==> src/rtl/fetch_pc_unit_pkg.sv <==
// fetch_pc_unit_pkg: shared defaults and state encoding for the fetch stage
package fetch_pc_unit_pkg;
  localparam int ADDR_W_DEF = 12;
  localparam int RESET_PC_DEF = 0;
  localparam int ROM_LAT = 1;
  typedef enum logic [1:0] {BOOT, RUN, HOLD, SQUASH} state_t;
endpackage

==> src/rtl/fetch_pc_unit_if.sv <==
// fetch_pc_unit_if: ROM, decoder and stall signals around the fetch stage
interface fetch_pc_unit_if import fetch_pc_unit_pkg::*; #(parameter int ADDR_W = ADDR_W_DEF);
  logic stall_i;
  logic [ADDR_W-1:0] imem_addr_o;
  logic [31:0] imem_data_i;
  logic [31:0] insn_o;
  logic insn_valid_o;
  logic [4:0] opcode_o;
  logic [4:0] aluop_o;
  logic [ADDR_W-1:0] pc_o;
  logic [ADDR_W-1:0] pc_plus1_o;
  logic bne_i, blt_i, j_i, jr_i, bex_i;
  logic ne_i, lt_i, rstatus_nz_i;
  logic [16:0] imm_i;
  logic [26:0] target_i;
  logic [31:0] rd_val_i;
  modport master (
    input stall_i, imem_data_i, bne_i, blt_i, j_i, jr_i, bex_i, ne_i, lt_i, rstatus_nz_i, imm_i, target_i, rd_val_i,
    output imem_addr_o, insn_o, insn_valid_o, opcode_o, aluop_o, pc_o, pc_plus1_o
  );
  modport slave (
    output stall_i, imem_data_i, bne_i, blt_i, j_i, jr_i, bex_i, ne_i, lt_i, rstatus_nz_i, imm_i, target_i, rd_val_i,
    input imem_addr_o, insn_o, insn_valid_o, opcode_o, aluop_o, pc_o, pc_plus1_o
  );
endinterface

==> src/rtl/fetch_pc_unit_next_pc_sel.sv <==
// fetch_pc_unit_next_pc_sel: redirect decision and target selection
module fetch_pc_unit_next_pc_sel import fetch_pc_unit_pkg::*; #(
  parameter int ADDR_W = ADDR_W_DEF
) (
  input  logic accept,
  input  logic bne, blt, j, jr, bex,
  input  logic ne, lt, rstatus_nz,
  input  logic [ADDR_W-1:0] pc,
  input  logic [16:0] imm,
  input  logic [26:0] target,
  input  logic [31:0] rd_val,
  output logic taken,
  output logic [ADDR_W-1:0] tgt
);
  logic [31:0] imm_x;
  logic unused_bits;
  always_comb begin
    imm_x = 32'(signed'(imm));
    taken = accept & ((bne & ne) | (blt & lt) | j | jr | (bex & rstatus_nz));
    tgt = jr ? rd_val[ADDR_W-1:0] : (j | bex) ? target[ADDR_W-1:0] : pc + ADDR_W'(1) + imm_x[ADDR_W-1:0];
  end
  assign unused_bits = ^{imm_x, rd_val, target};
endmodule

==> src/rtl/fetch_pc_unit.sv <==
// fetch_pc_unit: PC owner driving a 1-cycle ROM, with stall hold and squashed redirects
module fetch_pc_unit import fetch_pc_unit_pkg::*; #(
  parameter int ADDR_W = ADDR_W_DEF,
  parameter int RESET_PC = RESET_PC_DEF
) (
  input logic clock,
  input logic reset_n,
  fetch_pc_unit_if.master bus
);
  localparam logic [ADDR_W-1:0] RST_PC = ADDR_W'(RESET_PC);
  state_t state, state_nxt;
  logic [ADDR_W-1:0] f, d, tgt;
  logic [31:0] hold;
  logic accept, taken, adv;
  fetch_pc_unit_next_pc_sel #(.ADDR_W(ADDR_W)) u_sel (
    .accept(accept), .bne(bus.bne_i), .blt(bus.blt_i), .j(bus.j_i), .jr(bus.jr_i), .bex(bus.bex_i),
    .ne(bus.ne_i), .lt(bus.lt_i), .rstatus_nz(bus.rstatus_nz_i), .pc(d), .imm(bus.imm_i),
    .target(bus.target_i), .rd_val(bus.rd_val_i), .taken(taken), .tgt(tgt)
  );
  assign bus.insn_valid_o = state == RUN || state == HOLD;
  assign bus.insn_o = state == HOLD ? hold : state == BOOT ? '0 : bus.imem_data_i;
  assign bus.opcode_o = bus.insn_o[31:27];
  assign bus.aluop_o = bus.insn_o[6:2];
  assign bus.imem_addr_o = f;
  assign bus.pc_o = d;
  assign bus.pc_plus1_o = d + ADDR_W'(1);
  always_comb begin
    accept = bus.insn_valid_o & ~bus.stall_i;
    adv = ~bus.insn_valid_o | ~bus.stall_i;
    state_nxt = (state == BOOT || state == SQUASH) ? RUN : bus.stall_i ? HOLD : taken ? SQUASH : RUN;
  end
  // While held, the ROM keeps re-reading F so its word is ready the cycle after release
  always_ff @(posedge clock or negedge reset_n) begin
    if (!reset_n) begin
      state <= BOOT;
      f <= RST_PC;
      d <= RST_PC;
      hold <= '0;
    end else begin
      state <= state_nxt;
      if (state == RUN && bus.stall_i) hold <= bus.imem_data_i;
      if (adv) begin
        d <= f;
        f <= taken ? tgt : f + ADDR_W'(1);
      end
    end
  end
endmodule

==> src/flat_wrapper.sv <==
// flat-port wrapper written by rule: the top's interface ports become plain ports
module fetch_pc_unit_flat import fetch_pc_unit_pkg::*;
#(
  parameter int ADDR_W = ADDR_W_DEF,
  parameter int RESET_PC = RESET_PC_DEF
)
  (clock, reset_n, bus_stall_i, bus_imem_data_i, bus_bne_i, bus_blt_i, bus_j_i, bus_jr_i, bus_bex_i, bus_ne_i, bus_lt_i, bus_rstatus_nz_i, bus_imm_i, bus_target_i, bus_rd_val_i, bus_imem_addr_o, bus_insn_o, bus_insn_valid_o, bus_opcode_o, bus_aluop_o, bus_pc_o, bus_pc_plus1_o);
  fetch_pc_unit_if #(.ADDR_W(ADDR_W)) bus_i ();
  input logic clock;
  input logic reset_n;
  input wire logic [$bits(bus_i.stall_i)-1:0] bus_stall_i;
  input wire logic [$bits(bus_i.imem_data_i)-1:0] bus_imem_data_i;
  input wire logic [$bits(bus_i.bne_i)-1:0] bus_bne_i;
  input wire logic [$bits(bus_i.blt_i)-1:0] bus_blt_i;
  input wire logic [$bits(bus_i.j_i)-1:0] bus_j_i;
  input wire logic [$bits(bus_i.jr_i)-1:0] bus_jr_i;
  input wire logic [$bits(bus_i.bex_i)-1:0] bus_bex_i;
  input wire logic [$bits(bus_i.ne_i)-1:0] bus_ne_i;
  input wire logic [$bits(bus_i.lt_i)-1:0] bus_lt_i;
  input wire logic [$bits(bus_i.rstatus_nz_i)-1:0] bus_rstatus_nz_i;
  input wire logic [$bits(bus_i.imm_i)-1:0] bus_imm_i;
  input wire logic [$bits(bus_i.target_i)-1:0] bus_target_i;
  input wire logic [$bits(bus_i.rd_val_i)-1:0] bus_rd_val_i;
  output wire logic [$bits(bus_i.imem_addr_o)-1:0] bus_imem_addr_o;
  output wire logic [$bits(bus_i.insn_o)-1:0] bus_insn_o;
  output wire logic [$bits(bus_i.insn_valid_o)-1:0] bus_insn_valid_o;
  output wire logic [$bits(bus_i.opcode_o)-1:0] bus_opcode_o;
  output wire logic [$bits(bus_i.aluop_o)-1:0] bus_aluop_o;
  output wire logic [$bits(bus_i.pc_o)-1:0] bus_pc_o;
  output wire logic [$bits(bus_i.pc_plus1_o)-1:0] bus_pc_plus1_o;
  assign bus_i.stall_i = bus_stall_i;
  assign bus_i.imem_data_i = bus_imem_data_i;
  assign bus_i.bne_i = bus_bne_i;
  assign bus_i.blt_i = bus_blt_i;
  assign bus_i.j_i = bus_j_i;
  assign bus_i.jr_i = bus_jr_i;
  assign bus_i.bex_i = bus_bex_i;
  assign bus_i.ne_i = bus_ne_i;
  assign bus_i.lt_i = bus_lt_i;
  assign bus_i.rstatus_nz_i = bus_rstatus_nz_i;
  assign bus_i.imm_i = bus_imm_i;
  assign bus_i.target_i = bus_target_i;
  assign bus_i.rd_val_i = bus_rd_val_i;
  assign bus_imem_addr_o = bus_i.imem_addr_o;
  assign bus_insn_o = bus_i.insn_o;
  assign bus_insn_valid_o = bus_i.insn_valid_o;
  assign bus_opcode_o = bus_i.opcode_o;
  assign bus_aluop_o = bus_i.aluop_o;
  assign bus_pc_o = bus_i.pc_o;
  assign bus_pc_plus1_o = bus_i.pc_plus1_o;
  fetch_pc_unit #(.ADDR_W(ADDR_W), .RESET_PC(RESET_PC)) u_core (.clock(clock), .reset_n(reset_n), .bus(bus_i));
endmodule
==> config.mk <==
export PLATFORM = sky130hd
export DESIGN_NAME = fetch_pc_unit_flat
export DESIGN_NICKNAME = d
export VERILOG_FILES = /design/src/rtl/fetch_pc_unit_pkg.sv /design/src/rtl/fetch_pc_unit_if.sv /design/src/rtl/fetch_pc_unit_next_pc_sel.sv /design/src/rtl/fetch_pc_unit.sv /design/src/flat_wrapper.sv
export SDC_FILE = /design/constraint.sdc
export NUM_CORES = 1
export LEC_CHECK = 0
export CORE_UTILIZATION = 25
export DETAILED_ROUTE_END_ITERATION = 8
export PLACE_DENSITY = 0.5
export SYNTH_ARGS = -nofsm -noshare
export SYNTH_HDL_FRONTEND = slang
export SYNTH_SLANG_ARGS = --single-unit
==> constraint.sdc <==
create_clock -name clock -period 3.3 [get_ports clock]
set_clock_uncertainty 0.1 [all_clocks]
set_input_delay 0.33 -clock clock [delete_from_list [all_inputs] [get_ports clock]]
set_output_delay 0.33 -clock clock [all_outputs]
set_load 0.01 [all_outputs]
==> flow_metrics.tcl, run 1 <==
set metrics [dict create \
    finalSetupViolations 0 \
    path_class "register to register" \
    synth-async-reset-ratio_pct 100.0 \
    port_buffers 157 \
    clk_latency_ns 0.32 \
    critical-path-slowest-cell "a2111oi_0" \
    mostFrequentLayoutCells "clkdlybuf4s50_1 (156), dfrtp_1 (58), nand2_1 (54)" \
    synth.net_count 547 \
    first_pass_iters 5 \
    fmaxAchievable_ghz 0.3419 \
    core_area_sq_um 15260 \
    synth_compound_area_share_pct 21.54 \
    cts_sinks 58 \
    crit_fanout 6 \
    fin_setup_tns_ns 0 \
    drc_errors 0 \
    die_area_sq_um 16210 \
    cts-htree-levels 3 \
    pre_cts_slack_ns 0.3721 \
    irDropWorstVdd_mv 0.3388 \
    syn2layout_area_growth_pct 53.47 \
    startpoint_type "register" \
    dieHeight_um 127.3 \
    synth.area.mux_share_pct 9.943 \
    cts.hold.buffers_added 0 \
    die_x_um 127.3 \
    synthCells 408 \
    synth.distinct_cells 63 \
    num_rows 45 \
    antenna_found_initial 0 \
    mostFrequentLayoutCell "clkdlybuf4s50_1" \
    hpwl_um 9425 \
    outcome "complete, no violations" \
    drive_gt1_share_pct 12.70 \
    ys_seq_area_share_pct 36.97 \
    relSlewSlack_pct 33.47 \
    synth-seq-cells 58 \
    hold_viol_final 0 \
    cts_resized 0 \
    finalNetCount 693 \
    min_period_ns 2.925 \
    drtAntennaViolNets 0 \
    slew_viol_final 0 \
    synth-edff-count 0 \
    powerDensity_nw_per_um2 1061 \
    post_cts_buffers 0 \
    finalCritPeriodShare_pct 88.63 \
    grt-ovfl-total 0 \
    drt_iter0_drc 197 \
    start_util_pct 25.73 \
    vias_per_cell 4.755 \
    power_leakage_uw 0.002536 \
    rsz0062_at_grt "no" \
    drv_cap 0 \
    track_usage_pct 15.11 \
    arrival_ns 3.01 \
    yosys.area_share.xor_xnor_pct 4.876 \
    hp-class "input pin to async pin" \
    critPathRequiredTime_ns 3.38 \
    numCtsBuffers 9 \
    synth_warnings 0 \
    place.gp.congestion 0.8621 \
    reg2reg_slack_ns 0.38 \
    synthSimpleGateAreaFrac_pct 14.69 \
    ios 198 \
    synth_top_family_by_area "compound AO/OA/AOI/OAI gates" \
    clock-root-buffer "clkbuf_16" \
    worst_pin_slew_ns 0.9980 \
    grt_first_pass_wirelength_um 19170 \
    synthFlopType "dfrtp_1" \
    grt_pass1_vias 3603 \
    endpoint_kind "register" \
    antenna_cells 0 \
    cpPeakStageDelay_ns 0.49 \
    fin_ws_ns 0.3753 \
    path_clk_slew_ns 0.05 \
    vias 3661 \
    wire_per_inst_um 15.97 \
    cp_cell_sequence "ha_1, nand3_1, xnor2_1, ha_1, a21oi_2, o21ai_0, xnor2_1, nor2_1, a2111oi_0, nor2_1" \
    drt_wl_total_um 12300 \
    cts_tree "done" \
    synth_area_per_cell_sq_um 9.623 \
    netlist_area_sq_um 3926 \
    cts_max_path_buffers 2 \
    grt_max_degree 43 \
    synthAdderAreaFrac_pct 6.565 \
]
[kinds of logic after synthesis]
kind of cell,Yosys count
compound gates,111
mux,35
flops,58
xor+xnor,21
buf+inv,42
simple gates,121
fa+ha+maj,20
[state kept, by name (all words and copies together), names as in the netlist]
signal and cells:
u_core.bus.imem_addr_o 12, u_core.bus.pc_o 12, u_core.state 2, u_core.hold 32
[area by class of cell]
type / count / area, sq um
Fill cell: 1497 / 9233
Inverter: 10 / 37.54
Tap cell: 211 / 264.0
Clock inverter: 4 / 97.59
Timing Repair Buffer: 167 / 1654
Clock buffer: 12 / 256.5
Sequential cell: 58 / 1451
Multi-Input combinational cell: 308 / 2265
[power breakdown]
part | switching (uW) | total, uW | internal [uW] | leakage, uW
Clock | 315 | 1090 | 778 | 0.000169
Combinational | 1860 | 3840 | 1980 | 0.00169
Sequential | 378 | 1460 | 1090 | 0.000678
[worst paths after layout]
path	startpoint	endpoint	depth (start not counted)
min	reset_n	u_core.hold[12]	1
max reg2reg	u_core.bus.pc_o[1]	u_core.bus.imem_addr_o[5]	10
min in group clock	u_core.hold[7]	u_core.hold[7]	1
max	u_core.bus.pc_o[1]	u_core.bus.imem_addr_o[5]	10
max in group asynchronous	reset_n	u_core.bus.pc_o[7]	2
min reg2reg	u_core.hold[7]	u_core.hold[7]	1
[Yosys cell counts, drive strengths merged (6+ instances only)]
| cell type | count | area, sq um |
|---|---|---|
| mux2 | 32 | 360.4 |
| nor2 | 17 | 63.81 |
| o21ai | 18 | 93.84 |
| nand3 | 12 | 60.06 |
| and3 | 6 | 42.54 |
| clkbuf | 11 | 41.29 |
| buf | 21 | 133.9 |
| nand2 | 54 | 202.7 |
| ha | 19 | 237.7 |
| a21oi | 17 | 92.59 |
| a22o | 32 | 280.3 |
| nand4 | 6 | 37.54 |
| xnor2 | 11 | 96.34 |
| dfrtp | 58 | 1451 |
| inv | 9 | 33.78 |
| xor2 | 10 | 95.10 |
[layer usage]
layer / GRT usage, % / part of all wire (%)
met5: 0 / 0
met4: 4.412 / 1.5
met3: 4.439 / 7.7
met2: 23.85 / 45
met1: 19.93 / 46
[through the flow]
stage                     instance area, sq um  std cells  hold slack, ns  util [%]  power, uW
after floorplan                           3926        408        -0.06559         -       3632
after global placement                    5672        754          0.3870     37.17       5290
after detailed placement                  5672        754          0.3953     37.17       5331
after CTS                                 6026        770          0.1105     39.49       6452
after global routing                      6026        770          0.1417     39.49       6876
final                                     6026        770         0.08098     39.49       6395
[critical path, delay by kind of cell (launching register included)]
| kind | cells | cell delay (ns) |
|---|---|---|
| fa+ha+maj | 2 | 0.60 |
| compound gates | 3 | 0.82 |
| simple gates | 3 | 0.27 |
| xor+xnor | 2 | 0.56 |
| flops | 1 | 0.45 |
(Power assumes the default switching activity.)
==> run 2: changes to the inputs <==
- HOLD_SLACK_MARGIN: default -> 0.08
==> results of run 2 <==
Final layout, timing and power as in run 1 (identical DEF).
==> run 3: changes to the inputs <==
- CTS_CLUSTER_SIZE: default -> 8
==> results of run 3 <==
Final layout, timing and power as in run 1 (identical DEF).
